--- src/rtl/rv32_mem_pkg.sv ---
// Shared definitions for the RV32I MEM-stage load/store unit.
package rv32_mem_pkg;

    localparam logic [2:0] LS_B  = 3'b000;
    localparam logic [2:0] LS_H  = 3'b001;
    localparam logic [2:0] LS_W  = 3'b010;
    localparam logic [2:0] LS_BU = 3'b100;
    localparam logic [2:0] LS_HU = 3'b101;

    typedef enum logic [1:0] {
        IDLE = 2'd0,
        BUSY = 2'd1,
        DONE = 2'd2
    } lsu_state_t;

endpackage

--- src/rtl/lsu_align.sv ---
// Combinational byte-lane steering for stores and extraction/extension for loads.
// The store side also flags misaligned or illegal accesses.
module lsu_align
    import rv32_mem_pkg::*;
(
    input  logic [2:0]  st_size,
    input  logic [1:0]  st_off,
    input  logic        st_we,
    input  logic [31:0] st_data,
    output logic [3:0]  be,
    output logic [31:0] wdata,
    output logic        fault,
    input  logic [2:0]  ld_size,
    input  logic [1:0]  ld_off,
    input  logic [31:0] rdata,
    output logic [31:0] ld_data
);

    logic [7:0]  ld_byte;
    logic [15:0] ld_half;

    always_comb begin
        be    = 4'b0000;
        wdata = st_data;
        fault = 1'b0;
        case (st_size)
            LS_B, LS_BU: begin
                be    = 4'b0001 << st_off;
                wdata = {4{st_data[7:0]}};
            end
            LS_H, LS_HU: begin
                be    = st_off[1] ? 4'b1100 : 4'b0011;
                wdata = {2{st_data[15:0]}};
                fault = st_off[0];
            end
            LS_W: begin
                be    = 4'b1111;
                fault = |st_off;
            end
            default: fault = 1'b1;
        endcase
        // Unsigned variants only exist for loads.
        if (st_we && st_size[2])
            fault = 1'b1;
    end

    always_comb begin
        ld_byte = rdata[{ld_off, 3'b000} +: 8];
        ld_half = ld_off[1] ? rdata[31:16] : rdata[15:0];
        case (ld_size)
            LS_B:    ld_data = {{24{ld_byte[7]}}, ld_byte};
            LS_BU:   ld_data = {24'h000000, ld_byte};
            LS_H:    ld_data = {{16{ld_half[15]}}, ld_half};
            LS_HU:   ld_data = {16'h0000, ld_half};
            default: ld_data = rdata;
        endcase
    end

endmodule

--- src/rtl/mem_stage_lsu.sv ---
// MEM-stage load/store unit: IDLE/BUSY/DONE req/ack FSM with timeout,
// capture registers for the bus access and registered result pulses.
module mem_stage_lsu
    import rv32_mem_pkg::*;
#(
    parameter int unsigned TIMEOUT_CYCLES = 255
) (
    input  logic        clk,
    input  logic        rst,
    input  logic        mem_valid_in,
    input  logic        mem_request_write_in,
    input  logic [2:0]  mem_size_in,
    input  logic [31:0] addr_in,
    input  logic [31:0] wdata_in,
    output logic        dmem_req,
    output logic        dmem_we,
    output logic [31:0] dmem_addr,
    output logic [3:0]  dmem_be,
    output logic [31:0] dmem_wdata,
    input  logic        dmem_ack,
    input  logic [31:0] dmem_rdata,
    output logic        stall_out,
    output logic [31:0] load_data_out,
    output logic        load_valid_out,
    output logic        misaligned_out,
    output logic        bus_error_out
);

    localparam logic [15:0] CNT_LAST = 16'(TIMEOUT_CYCLES - 1);

    lsu_state_t  state;
    logic [15:0] cnt;
    logic [2:0]  size_q;
    logic [1:0]  off_q;
    logic [3:0]  be_c;
    logic [31:0] wdata_c;
    logic [31:0] ld_ext;
    logic        fault_c;

    lsu_align u_align (
        .st_size (mem_size_in),
        .st_off  (addr_in[1:0]),
        .st_we   (mem_request_write_in),
        .st_data (wdata_in),
        .be      (be_c),
        .wdata   (wdata_c),
        .fault   (fault_c),
        .ld_size (size_q),
        .ld_off  (off_q),
        .rdata   (dmem_rdata),
        .ld_data (ld_ext)
    );

    assign dmem_req  = (state == BUSY);
    // Gated by reset so the pipeline is released as soon as reset asserts.
    assign stall_out = rst && (((state == IDLE) && mem_valid_in) || (state == BUSY));

    always_ff @(posedge clk or negedge rst) begin
        if (!rst) begin
            state          <= IDLE;
            cnt            <= '0;
            size_q         <= '0;
            off_q          <= '0;
            dmem_we        <= 1'b0;
            dmem_addr      <= '0;
            dmem_be        <= '0;
            dmem_wdata     <= '0;
            load_data_out  <= '0;
            load_valid_out <= 1'b0;
            misaligned_out <= 1'b0;
            bus_error_out  <= 1'b0;
        end else begin
            load_valid_out <= 1'b0;
            misaligned_out <= 1'b0;
            bus_error_out  <= 1'b0;
            case (state)
                IDLE: begin
                    if (mem_valid_in) begin
                        if (fault_c) begin
                            misaligned_out <= 1'b1;
                            state          <= DONE;
                        end else begin
                            dmem_we    <= mem_request_write_in;
                            dmem_addr  <= {addr_in[31:2], 2'b00};
                            dmem_be    <= be_c;
                            dmem_wdata <= wdata_c;
                            size_q     <= mem_size_in;
                            off_q      <= addr_in[1:0];
                            cnt        <= '0;
                            state      <= BUSY;
                        end
                    end
                end
                BUSY: begin
                    // An ack in the final allowed cycle still completes normally.
                    if (dmem_ack) begin
                        if (!dmem_we) begin
                            load_data_out  <= ld_ext;
                            load_valid_out <= 1'b1;
                        end
                        state <= DONE;
                    end else if (cnt == CNT_LAST) begin
                        load_data_out <= '0;
                        bus_error_out <= 1'b1;
                        state         <= DONE;
                    end else begin
                        cnt <= cnt + 16'd1;
                    end
                end
                DONE:    state <= IDLE;
                default: state <= IDLE;
            endcase
        end
    end

endmodule

--- config.mk ---
export PLATFORM = sky130hd
export DESIGN_NAME = mem_stage_lsu
export DESIGN_NICKNAME = d
export VERILOG_FILES = /design/src/rtl/rv32_mem_pkg.sv /design/src/rtl/lsu_align.sv /design/src/rtl/mem_stage_lsu.sv
export SDC_FILE = /design/constraint.sdc
export NUM_CORES = 1
export LEC_CHECK = 0
export ABC_CLOCK_PERIOD_IN_PS = 2650
export BUFFER_PORTS_ARGS = -buffer_cell sky130_fd_sc_hd__buf_2
export CAP_MARGIN = 10
export CORE_MARGIN = 2
export CORE_UTILIZATION = 50
export CTS_BUF_LIST = sky130_fd_sc_hd__clkbuf_4 sky130_fd_sc_hd__clkbuf_8 sky130_fd_sc_hd__clkbuf_16
export DETAILED_ROUTE_END_ITERATION = 7
export PLACE_DENSITY_LB_ADDON = 0.25
export SLEW_MARGIN = 10
export SYNTH_ARGS = -nofsm -noshare
export SYNTH_HDL_FRONTEND = slang
export SYNTH_SLANG_ARGS = --single-unit
--- constraint.sdc ---
create_clock -name clk -period 2.65 [get_ports clk]
set_input_delay 0.53 -clock clk [delete_from_list [all_inputs] [get_ports clk]]
set_output_delay 0.53 -clock clk [all_outputs]
set_load 0.05 [all_outputs]
# --- After elaboration in Yosys (flattened, before gate mapping) ---
# Cells that the tools add are included.
classes:
  n_reduce_logical: 16
  n_mux: 29
  addsub: 1
  bitwise_logic: 1
  n_shift: 2
  n_eq_ne: 15
ops:
  columns: ["cell", "n"]
  rows:
  - ["32-bit case mux with 4 select lines", 1]
  - ["32-bit 2-to-1 mux", 3]
  - ["16-bit 2-to-1 mux", 5]
  - ["32-bit case mux with 2 select lines", 1]
  - ["16-bit case mux with 2 select lines", 1]
  - ["32-bit by 6-bit indexed part select with 8-bit output", 1]
  - ["16-bit by 1-bit adder with 16-bit output (second input constant)", 1]
  - ["16-bit by 8-bit equality test with 1-bit output (second input constant)", 1]
  - ["3-bit equality test (second input constant)", 4]
  - ["4-bit case mux with 3 select lines", 1]
  - ["1-bit 2-to-1 mux", 10]
  - ["2-bit inequality test (second input constant)", 5]
  - ["2-bit 2-to-1 mux", 4]
  - ["3-bit by 1-bit equality test with 1-bit output (second input constant)", 2]
  - ["3-bit logical NOT", 2]
  - ["3-bit AND reduction", 2]
  - ["2-bit OR reduction", 3]
  - ["5-bit AND reduction", 1]
  - ["4-bit 2-to-1 mux", 1]
  - ["2-bit case mux with 2 select lines", 1]
  - ["2-bit nonzero test", 2]
  - ["1-bit by 2-bit << shifter with 4-bit output (first input constant)", 1]
  - ["3-bit by 2-bit equality test with 1-bit output (second input constant)", 1]
  - ["1-bit logical AND", 3]
  - ["other kinds (7)", 7]
word_totals:
  input_bits: 104
  ff_bits: 125
  elab_cells: 76

# --- Longest topological paths before layout ---
# Gate-level depths: netlist (run 1).
logic_depth:
  ltp_word: 7
  ltp_mapped: 8
  ltp_nobuf: 6

# --- Modules after synthesis ---
# A second synthesis (run 1) with hierarchy kept.
unflattened:
  cells_unflattened: 595
  area_unflattened_um2: 6359.8
modules_own_cells:
  columns: ["module", "n_inst", "seq_area_each_um2", "cells_each", "area_per_inst_um2"]
  rows:
  - ["mem_stage_lsu", 1, 3128.0, 413, 5108.6]
  - ["lsu_align", 1, 0.0, 182, 1251.2]

# --- Worst setup path after synthesis (run 1) ---
# No wires, ideal clock.
synth_timing:
  path_type: "input-to-output"
  from: "input port mem_valid_in"
  to: "output port stall_out"
  slack_ns: 0.408
  n_path_buf: 0
  arrival_time_ns: 1.712
  cell_stages: 2
  path_cell_list: "nor2_1 -> nor3b_1"
synth_between:
  elab_chain_len: 3
synth_lines:
  columns: ["item", "line", "rtl"]
  rows:
  - ["start: declaration", "mem_stage_lsu.sv:10", "input logic mem_valid_in,"]
  - ["1-bit logical AND", "mem_stage_lsu.sv:56", "assign stall_out = rst && (((state == IDLE) && mem_valid_in) || (state == BUSY));"]
  - ["1-bit logical OR", "mem_stage_lsu.sv:56", null]
  - ["1-bit logical AND", "mem_stage_lsu.sv:56", null]
  - ["end: declaration", "mem_stage_lsu.sv:22", "output logic stall_out,"]
# No other way between the ends.

# --- Final worst setup path (run 1) ---
layout_timing:
  from: "register state[0]"
  to: "register cnt[1]"
layout_between:
  elab_chain_len: 3
layout_lines:
  columns: ["item", "line", "rtl"]
  rows:
  - ["start: declaration", "mem_stage_lsu.sv:31", "lsu_state_t state;"]
  - ["start signal: assignment", "mem_stage_lsu.sv:60", "state <= IDLE;"]
  - ["start signal: assignment", "mem_stage_lsu.sv:81", "state <= DONE;"]
  - ["start signal: assignment", "mem_stage_lsu.sv:90", "state <= BUSY;"]
  - ["2-bit by 1-bit equality test with 1-bit output / 2-bit logical NOT (equally long branches)", "mem_stage_lsu.sv:76", "case (state)"]
  - ["2-bit inequality test (no line) / 2-bit nonzero test (equally long branches)", null, null]
  - ["5-bit AND reduction (no line)", null, null]
  - ["end signal: assignment", "mem_stage_lsu.sv:107", "cnt <= cnt + 16'd1;"]
  - ["end: declaration", "mem_stage_lsu.sv:32", "logic [15:0] cnt;"]
# Several ways; a longest one is shown, not always the timed one.
# A chain may end at the register's enable or synchronous reset.

==> run metrics, run 1 <==
CTS sink cnt=125; post-layout net count=829; antenna violations before repair=0; DR vias=4912; CTS Hold Bufs=0; vias in the first global route=4989; CTS buffer count=17; Layout Skew=0.0137 ns; R2R depth=5; RePlAce Congestion=0.864; part of the Yosys area used for sequential elements=51.8%; DR WL met3=1030 µm; clock share of power=21.4%; Yosys Warn Count=0; Critical Path, Cell by Cell=nand2b_2 -> nor2_1 -> or3_1 -> and2_1 -> mux2_2; final WL=15700 µm; Max Clk Rate=474 MHz; RSZ-0062 raised after global routing=no; # IOs=210; drt pass-1 iters=5; largest family of logic cells by synthesized area=compound AO/OA/AOI/OAI gates; most frequent cells in the layout=buf_2 (206), dfrtp_1 (125), o21ai_0 (50), nand2_1 (41), mux2_4 (40); row count=40; synth-to-layout area growth=28.3%; P_leak=3.92 nW; die area=0.0130 mm²; crit path max fanout=8; worst-skew pair later-pin latency=0.42 ns; CP endpoint kind=flop; Sw Pwr=4.93 mW; Worst EP required=2.94 ns; EDFF count, synth=0; fin util=65.0%; Synth area leaders=dfrtp_1 (52%), mux2_4 (9.9%), mux2i_1 (4.3%); area share of and/or/nand/nor cells after synthesis=11.4%; Final Instance Area=0.00774 mm²; TritonCTS clock tree=built; Max IR drop VDD=0.000799 V; MaxCap Viol Count=0; clk root buf=clkbuf_16; Post-Synth XOR/XNOR Area=0%; chip width=114 µm; Avg Cell Area, Syn=11.6 µm²; slew at the pin closest to its max-slew limit=0.706 ns; Port Buffer Count=207; switch share=47.0%; Tcrit/Tclk final=79.6%; part of the power in registers=31.0%; Slew HR=52.9%; Largest stage delay, worst path=0.49 ns; ratio of cells with drive above 1 in the final layout=41.4%; total track usage=24.7%; largest net degree at the start of global routing=126; top_reg_cell synth=dfrtp_1; commonest non-fill, non-tap cell in the layout=buf_2; CP arrival=2.40 ns; worst reg2reg setup slack=0.54 ns; # fillers=933; CP Buf/Inv Count=0; Placed Area=0.00716 mm²; DR WL/cell=17.8 µm; Core Box Area=0.0119 mm²; met1 wire length=6660 µm; die height=114 µm; Power Internal=5.56 mW; Synth Area in Compound Gates=16.8%; antenna-violating nets left=0; Final Power=10.5 mW; initial DRC count=314; clock-pin slew on the worst setup and hold paths=0.05 ns; worst min-delay path category=primary input to async pin; Synth async-reset ratio=100%; dominant cell type by area after synthesis=dfrtp_1; Setup CP Type=flop to flop; RR Endpoint=cnt[1]$_DFFE_PN0P_; worst hold slack=0.192 ns; post-synth design cell area=0.00604 mm²; mux contribution to synthesized area=15.2%; TNS Setup=0 ns; Crit-path slowest cell=dfrtp_1; starting density of the core=50.7%; Final Hold Fails=0; status=finished clean; fin crit period=2.11 ns; Netlist cell types=55; uppermost layer routed=met4; Synth Area in Adders=0.415%; met2 wire len=7750 µm; drt via density=5.56; worst flop-to-flop path startpoint=state[0]$_DFFE_PN0P_; combinational power share=47.7%; n_diodes=0; htree depth=4; post_cts resized=0; clock buffer depth=2; placed wire-length estimate=11000 µm; flops & latches, synth=125; Post-CTS Repair Setup Buffers=0; PD cells=1350 mW/mm²; Final Max Slew Viols=0; setup violators final=0; CP startpoint kind=flop; family with the most delay on the worst path=simple AND/OR/NAND/NOR gates; total gr overflow=0; top-area cell type share of the netlist area=51.8%; Post-Synthesis Cells=520; DRC viols=0; global-route wire length before repair=25200 µm
[layout make-up]
type                       count  area, µm²  area share, %
sequential                   125       3130           40.4
clock inverter                 6       57.6          0.743
inverter                      10       38.8          0.501
clock buffer                  26        524           6.77
multi-input combinational    350       2660           34.3
tap                          147        184           2.37
timing repair buffer         219       1150           14.9
[power groups by stage]
| stage | combinational [mW] | sequential, mW | clock (mW) |
|---|---|---|---|
| finish | 5.00 | 3.25 | 2.24 |
| global route | 5.26 | 3.35 | 2.38 |
| CTS | 5.02 | 3.24 | 2.27 |
| detailed placement | 5.02 | 3.24 | 0 |
| global placement | 4.92 | 3.21 | 0 |
| floorplan | 1.46 | 5.54 | 0 |
[flip-flops by register name (all words and copies together) (netlist names)]
| name | cells |
|---|---|
| load_valid_out | 1 |
| dmem_wdata | 32 |
| size_q | 3 |
| dmem_addr | 30 |
| dmem_we | 1 |
| off_q | 2 |
| load_data_out | 32 |
| cnt | 16 |
| bus_error_out | 1 |
| misaligned_out | 1 |
| state | 2 |
| dmem_be | 4 |
[metrics by stage]
step,cells,setup slack [ns]
6_report,883,0.540
5_1_grt,883,0.354
4_1_cts,883,0.555
3_5_place_dp,851,0.360
3_3_place_gp,851,0.380
2_1_floorplan,521,0.408
[how the worst max path moves through the flow]
stage                          from                       end  slack, ns  cells after the start
2_1_floorplan          mem_valid_in                 stall_out       0.41                      2
3_3_place_gp         mem_size_in[0]  dmem_addr[6]$_DFFE_PN0P_       0.38                      6
3_5_place_dp         mem_size_in[0]  dmem_addr[8]$_DFFE_PN0P_       0.36                      6
4_1_cts        state[0]$_DFFE_PN0P_                  dmem_req       0.56                      3
5_1_grt        state[0]$_DFFE_PN0P_        cnt[9]$_DFFE_PN0P_       0.35                      6
6_report       state[0]$_DFFE_PN0P_        cnt[1]$_DFFE_PN0P_       0.54                      5
[cells in the mapped netlist (10+ instances only)]
| master | instances |
|---|---|
| o21ai_0 | 50 |
| a221o_1 | 17 |
| nand2_1 | 41 |
| mux2i_1 | 26 |
| clkbuf_1 | 18 |
| nor2_1 | 20 |
| a32o_1 | 14 |
| nand3_1 | 10 |
| dfrtp_1 | 125 |
| mux2_4 | 40 |
| nand2b_1 | 18 |
| a21oi_1 | 19 |
[metal layers]
metal / vias up / track usage [%]
li1: 2324 / -
met1: 2387 / 31.3
met2: 178 / 39.6
met3: 23 / 7.07
met4: 0 / 11.1
met5: - / 0
[cell families (layout without fill, tap and decap cells)]
family / Yosys count / in the layout
other: 1 / 2
adder cells (fa/ha/maj): 2 / 2
buffers and inverters: 46 / 261
flip-flops: 125 / 125
AND/OR/NAND/NOR: 131 / 131
multiplexers: 71 / 71
AO/OA/AOI/OAI: 144 / 144
Note: power is estimated with default switching activity, not from simulation.
==> run 2: changes to the inputs <==
--- a/config.mk
+++ b/config.mk
@@ -5,11 +5,11 @@
 export SDC_FILE = /design/constraint.sdc
 export NUM_CORES = 1
 export LEC_CHECK = 0
-export ABC_CLOCK_PERIOD_IN_PS = 2650
+export ABC_CLOCK_PERIOD_IN_PS = 1700
 export BUFFER_PORTS_ARGS = -buffer_cell sky130_fd_sc_hd__buf_2
 export CAP_MARGIN = 10
 export CORE_MARGIN = 2
-export CORE_UTILIZATION = 50
+export CORE_UTILIZATION = 46
 export CTS_BUF_LIST = sky130_fd_sc_hd__clkbuf_4 sky130_fd_sc_hd__clkbuf_8 sky130_fd_sc_hd__clkbuf_16
 export DETAILED_ROUTE_END_ITERATION = 7
 export PLACE_DENSITY_LB_ADDON = 0.25
==> constraint.sdc (replaced) <==
create_clock -name clk -period 1.7 [get_ports clk]
set_input_delay 0.34 -clock clk [delete_from_list [all_inputs] [get_ports clk]]
set_output_delay 0.34 -clock clk [all_outputs]
set_load 0.05 [all_outputs]
==> run 2 against run 1 <==
  * The run now ends with hold timing, setup timing left
  * Clock-buffer cell count is 3 lower
  * Sequential cell count stayed put
  * Worst hold slack worse by 0.22 ns
  * Maximum frequency is 16% higher
  * Largest cell class unchanged
  * Highest routed layer unchanged
==> run metrics, run 2 (synthesis results as in run 1) <==
failing checks=hold timing, setup timing; total track usage=23.7% (-1.1 points); RePlAce Congestion=0.843 (-2.4%); # fillers=959 (+2.8%); status=finished, violations left; final WL=17100 µm (+8.4%); Max IR drop VDD=0.00152 V (+91%); DR WL/cell=17.6 µm (-1.0%); largest registers=dmem_wdata (32), load_data_out (32), dmem_addr (30); largest net degree at the start of global routing=126 (unchanged); Final Max Slew Viols=0 (unchanged); Layout Skew=0.00873 ns (-0.00495 ns); MaxCap Viol Count=0 (unchanged); total gr overflow=0 (unchanged); Final Hold Fails=6 (+6); CP startpoint kind=flop; GRT met2 Usage=38.7% (-0.92 points); Tcrit/Tclk final=107% (+28 points); grt met3 use=6.32% (-0.74 points); CTS buffer count=17 (unchanged); vias in the first global route=5227 (+4.8%); worst-skew pair later-pin latency=0.42 ns (about the same); CP arrival=2.12 ns (-0.28 ns); drt pass-1 iters=5 (unchanged); die height=119 µm (+4.1%); Port Buffer Count=207 (unchanged); drt via density=5.44 (-2.2%); Worst EP required=1.99 ns (-0.95 ns); n_diodes=0 (unchanged); worst min-delay path category=primary input to async pin; worst reg2reg setup slack=-0.12 ns (-0.66 ns); placed wire-length estimate=11700 µm (+6.7%); P_leak=4.31 nW (+9.8%); antenna violations before repair=0 (unchanged); starting density of the core=47.5% (-3.2 points); worst hold slack=-0.0288 ns (-0.221 ns); ratio of cells with drive above 1 in the final layout=50.3% (+8.9 points); post-layout net count=890 (+7.4%); PD cells=1960 mW/mm² (+45%); fin util=67.3% (+2.3 points); Setup CP Type=flop to flop; Top Usage Layer GRT=met2; Multi-input gate area=0.00288 mm² (+8.2%); initial DRC count=394 (+25%); grt met1 use=30.4% (-0.88 points); TNS Setup=-4.63 ns (-4.63 ns); # IOs=210 (unchanged); Worst Setup Slack, final=-0.125 ns (-0.664 ns); Slew HR=50.1% (-2.8 points); CP endpoint kind=flop; clock buffer depth=2 (unchanged); commonest non-fill, non-tap cell in the layout=buf_2; htree depth=4 (unchanged); clock-pin slew on the worst setup and hold paths=0.06 ns (about the same); die area=0.0141 mm² (+8.4%); crit path max fanout=5 (-3); Core Box Area=0.0127 mm² (+6.8%); chip width=119 µm (+4.1%); antenna-violating nets left=0 (unchanged); synth-to-layout area growth=41.9%; DRC viols=0 (unchanged); RSZ-0062 raised after global routing=yes; CTS sink cnt=125 (unchanged); clk root buf=clkbuf_16; setup violators final=82 (+82); slew at the pin closest to its max-slew limit=0.748 ns (+0.0426 ns); fin crit period=1.82 ns (-0.286 ns); Max Clk Rate=548 MHz (+16%); FF/Latch Area=0.00313 mm² (+0.12%); TritonCTS clock tree=built; row count=41 (+2.5%); most frequent cells in the layout=buf_2 (204), dfrtp_1 (122), buf_4 (52), mux2_4 (42), nand2_1 (37); DR vias=5261 (+7.1%); global-route wire length before repair=26500 µm (+5.1%)
==> run 2: changes by cell type in the layout (fill, tap and decap cells not counted), moves of 4 or more <==
cell	delta
buf_12	+5
buf_4	+41
buf_6	+12
nand2_1	-4
o21ai_0	-15
o21ai_1	+13
==> run 2: final timing paths <==
check / startpoint / to / cells past startpoint
setup / recovery: cnt[0]$_DFFE_PN0P_ / load_data_out[31]$_DFFE_PN0P_ / 6
hold / removal: rst / cnt[4]$_DFFE_PN0P_ / 2
setup reg to reg: cnt[0]$_DFFE_PN0P_ / load_data_out[31]$_DFFE_PN0P_ / 6
hold reg to reg: dmem_wdata[17]$_DFFE_PN0P_ / dmem_wdata[17]$_DFFE_PN0P_ / 2
max in group asynchronous: rst / dmem_wdata[14]$_DFFE_PN0P_ / 2
min in group clk: addr_in[12] / dmem_addr[12]$_DFFE_PN0P_ / 2
==> run 2: area by class of cell <==
| class | count | area share [%] |
|---|---|---|
| Timing Repair Buffer | 278 | 20.4 |
| Inverter | 10 | 0.496 |
| Clock inverter | 7 | 0.789 |
| Tap cell | 172 | 2.51 |
| Multi-Input combinational cell | 352 | 33.6 |
| Sequential cell | 125 | 36.6 |
| Clock buffer | 23 | 5.64 |
==> run 2: through the flow <==
stage / setup WS, ns / instance area, µm² / power (mW) / cells / hold WS [ns]
final: -0.125 / 8570 / 16.8 / 967 / -0.0288
after global routing: -0.205 / 8570 / 17.6 / 967 / 0.105
after CTS: -0.125 / 8300 / 16.7 / 957 / 0.0815
after detailed placement: -0.161 / 7690 / 13.2 / 924 / 0.470
after global placement: -0.125 / 7690 / 13.0 / 924 / 0.457
after floorplan: -0.0825 / 6150 / 11.0 / 521 / 0.0444
==> run 2: timing repair <==
item                                    4_1_cts  5_1_grt
buffers inserted                              1        6
endpoints found under the setup margin       51       83
hold buffers                                  0        0
pin swaps                                     2        7
gates cloned                                  2        4
gates resized for setup                      11       51
==> run 2: power by group <==
part,leakage [nW],internal (mW),switching [mW]
sequential,1.57,4.18,0.837
combinational,2.47,2.66,5.75
clock,0.269,2.12,1.26
total,4.31,8.97,7.86
==> run 2: metal layers <==
layer | up-vias | part of all wire (%) | routed length (µm)
met5 | - | 0 | 0
met4 | 0 | 1.2 | 213
met3 | 23 | 6.4 | 1090
met2 | 213 | 49 | 8440
met1 | 2580 | 43 | 7310
li1 | 2445 | - | -
==> run 2: worst max-delay path: stages, from the launching register on <==
cell	delay [ns]
dfrtp_1	0.38
inv_2	0.09
ha_4	0.13
nor4b_4	0.28
nand4b_4	0.19
o21a_4	0.27
a221o_1	0.35
==> run 3: changes to the inputs <==
--- a/config.mk
+++ b/config.mk
@@ -12,6 +12,7 @@
 export CORE_UTILIZATION = 46
 export CTS_BUF_LIST = sky130_fd_sc_hd__clkbuf_4 sky130_fd_sc_hd__clkbuf_8 sky130_fd_sc_hd__clkbuf_16
 export DETAILED_ROUTE_END_ITERATION = 7
+export HOLD_SLACK_MARGIN = 0.1
 export PLACE_DENSITY_LB_ADDON = 0.25
 export SLEW_MARGIN = 10
 export SYNTH_ARGS = -nofsm -noshare
==> run 3 against run 2 <==
  * Worst hold slack gained 0.18 ns
  * Setup slack gained 0.0012 ns
  * Power is essentially flat
  * Highest routed layer unchanged
  * Maximum frequency is essentially flat
  * Sequential power is essentially flat
  * Final cell count grew 0.10%
  * Sequential cell count is the same
  * Core utilization grew 0.079 points
  * Combinational power is essentially flat
  * Routed wire length grew 0.12%
  * The flow finishes with violations (setup timing)
  * Largest cell class unchanged
  * First-iteration DRC count shrank 7.6%
  * Critical path type unchanged
==> run metrics, run 3 (synthesis results as in run 1) <==
ratio of cells with drive above 1 in the final layout=50.3% (-0.063 points); CP startpoint kind=flop; die area=0.0141 mm² (unchanged); Multi-input gate area=0.00288 mm² (unchanged); status=finished, violations left; vias in the first global route=5236 (+0.17%); DR vias=5255 (-0.11%); DRC viols=0 (unchanged); pre-CTS setup slack=-0.161 ns (unchanged); failing checks=setup timing; Critical Path, Cell by Cell=inv_2 -> ha_4 -> nor4b_4 -> nand4b_4 -> o21a_4 -> a221o_1; FF/Latch Area=0.00313 mm² (unchanged); Layout Skew=0.00811 ns (-0.000622 ns); RePlAce Congestion=0.843 (unchanged); CTS buffer count=17 (unchanged); Slew HR=51.0% (+0.93 points); Max Clk Rate=548 MHz (about the same); R2R depth=6 (unchanged); P_leak=4.31 nW (about the same); synth-to-layout area growth=42.1%; Worst EP required=1.99 ns (about the same); htree depth=4 (unchanged); Crit-path slowest cell=dfrtp_1; DR WL/cell=17.6 µm (about the same); worst-skew pair later-pin latency=0.42 ns (about the same); drt pass-1 iters=5 (unchanged); # IOs=210 (unchanged); die height=119 µm (unchanged); n_diodes=0 (unchanged); # fillers=958 (-0.10%); Tcrit/Tclk final=107% (about the same); CP Buf/Inv Count=1 (unchanged); starting density of the core=47.5% (unchanged); Largest stage delay, worst path=0.38 ns (about the same); Worst Setup Slack, final=-0.123 ns (+0.00122 ns); total track usage=23.7% (+0.041 points); clock buffer depth=2 (unchanged); clk root buf=clkbuf_16; total gr overflow=0 (unchanged); Setup CP Type=flop to flop; largest net degree at the start of global routing=126 (unchanged); Final Power=16.8 mW (about the same); antenna-violating nets left=0 (unchanged); Final Max Slew Viols=0 (unchanged); row count=41 (unchanged); worst min-delay path category=primary input to flop; final WL=17100 µm (+0.12%); largest registers=dmem_wdata (32), load_data_out (32), dmem_addr (30); family with the most delay on the worst path=compound AO/OA/AOI/OAI gates; Final Hold Fails=0 (-6); placed wire-length estimate=11700 µm (unchanged); worst hold stages=2; PD cells=1960 mW/mm² (-0.10%); slew at the pin closest to its max-slew limit=0.734 ns (-0.0140 ns); CP arrival=2.11 ns (about the same); global-route wire length before repair=26500 µm (+0.18%); RSZ-0062 raised after global routing=yes; commonest non-fill, non-tap cell in the layout=buf_2; Max IR drop VDD=0.00152 V (about the same); setup violators final=82 (unchanged); critical path depth=6 (unchanged); crit path max fanout=5 (unchanged); Port Buffer Count=207 (unchanged); clock-pin slew on the worst setup and hold paths=0.06 ns (about the same); fin crit period=1.82 ns (-0.00122 ns); fin util=67.4% (+0.079 points); initial DRC count=364 (-7.6%); MaxCap Viol Count=0 (unchanged); antenna violations before repair=0 (unchanged); most frequent cells in the layout=buf_2 (204), dfrtp_1 (122), buf_4 (52), mux2_4 (42), nand2_1 (37); Core Box Area=0.0127 mm² (unchanged); drt via density=5.43 (-0.22%); CP endpoint kind=flop; post-layout net count=891 (+0.11%); TritonCTS clock tree=built; CTS sink cnt=125 (unchanged); chip width=119 µm (unchanged)
==> run 3: routing by layer <==
metal	global-route usage [%]	vias to the layer above	wire length, µm
met4	8.04	0	210
met2	38.8	214	8510
met1	30.5	2576	7250
met5	0	-	0
met3	6.32	21	1110
li1	-	2444	-
==> run 3: final timing paths <==
kind,slack (ns),end,start
max,-0.12,load_data_out[31]$_DFFE_PN0P_,cnt[0]$_DFFE_PN0P_
min,0.15,dmem_addr[12]$_DFFE_PN0P_,addr_in[12]
max reg2reg,-0.12,load_data_out[31]$_DFFE_PN0P_,cnt[0]$_DFFE_PN0P_
min reg2reg,0.48,dmem_wdata[24]$_DFFE_PN0P_,dmem_wdata[24]$_DFFE_PN0P_
max in group asynchronous,0.47,state[0]$_DFFE_PN0P_,rst
min in group asynchronous,0.58,cnt[4]$_DFFE_PN0P_,rst
==> run 3: per-stage QoR <==
step / cells / hold slack, ns / TNS (ns) / instance area (µm²)
floorplan: 521 / 0.0444 / -3.36 / 6150
global placement: 924 / 0.457 / -8.71 / 7690
detailed placement: 924 / 0.470 / -11.27 / 7690
CTS: 958 / 0.138 / -3.39 / 8310
global route: 968 / 0.138 / -9.89 / 8580
finish: 968 / 0.151 / -4.72 / 8580
==> run 3: where the power goes <==
group	leakage, nW	total (mW)	internal (mW)	switching (mW)
logic	2.48	8.42	2.66	5.75
registers	1.57	5.02	4.18	0.839
clock network	0.269	3.39	2.12	1.26
total	4.31	16.8	8.97	7.86
==> run 3: layout make-up <==
type                            count  area share, %
Clock buffer                       23           5.63
Clock inverter                      7          0.788
Timing Repair Buffer              279           20.5
Inverter                           10          0.496
Multi-Input combinational cell    352           33.5
Tap cell                          172           2.51
Sequential cell                   125           36.5
==> run 3: worst reg2reg max path, delay by kind of cell, from the launching register on <==
kind,cells,cell delay [ns]
AOI/OAI and AO/OA,2,0.62
adders and majority gates,1,0.13
buffers and inverters,1,0.09
DFF,1,0.38
and+or+nand+nor,2,0.48
==> run 3: timing repair <==
action | CTS | global route
setup buffers | 1 | 6
gates resized for setup | 11 | 51
pin swaps | 2 | 7
hold endpoints to repair | 86 | 0
hold buffers | 1 | 0
endpoints found under the setup margin | 51 | 83
gates cloned | 2 | 4
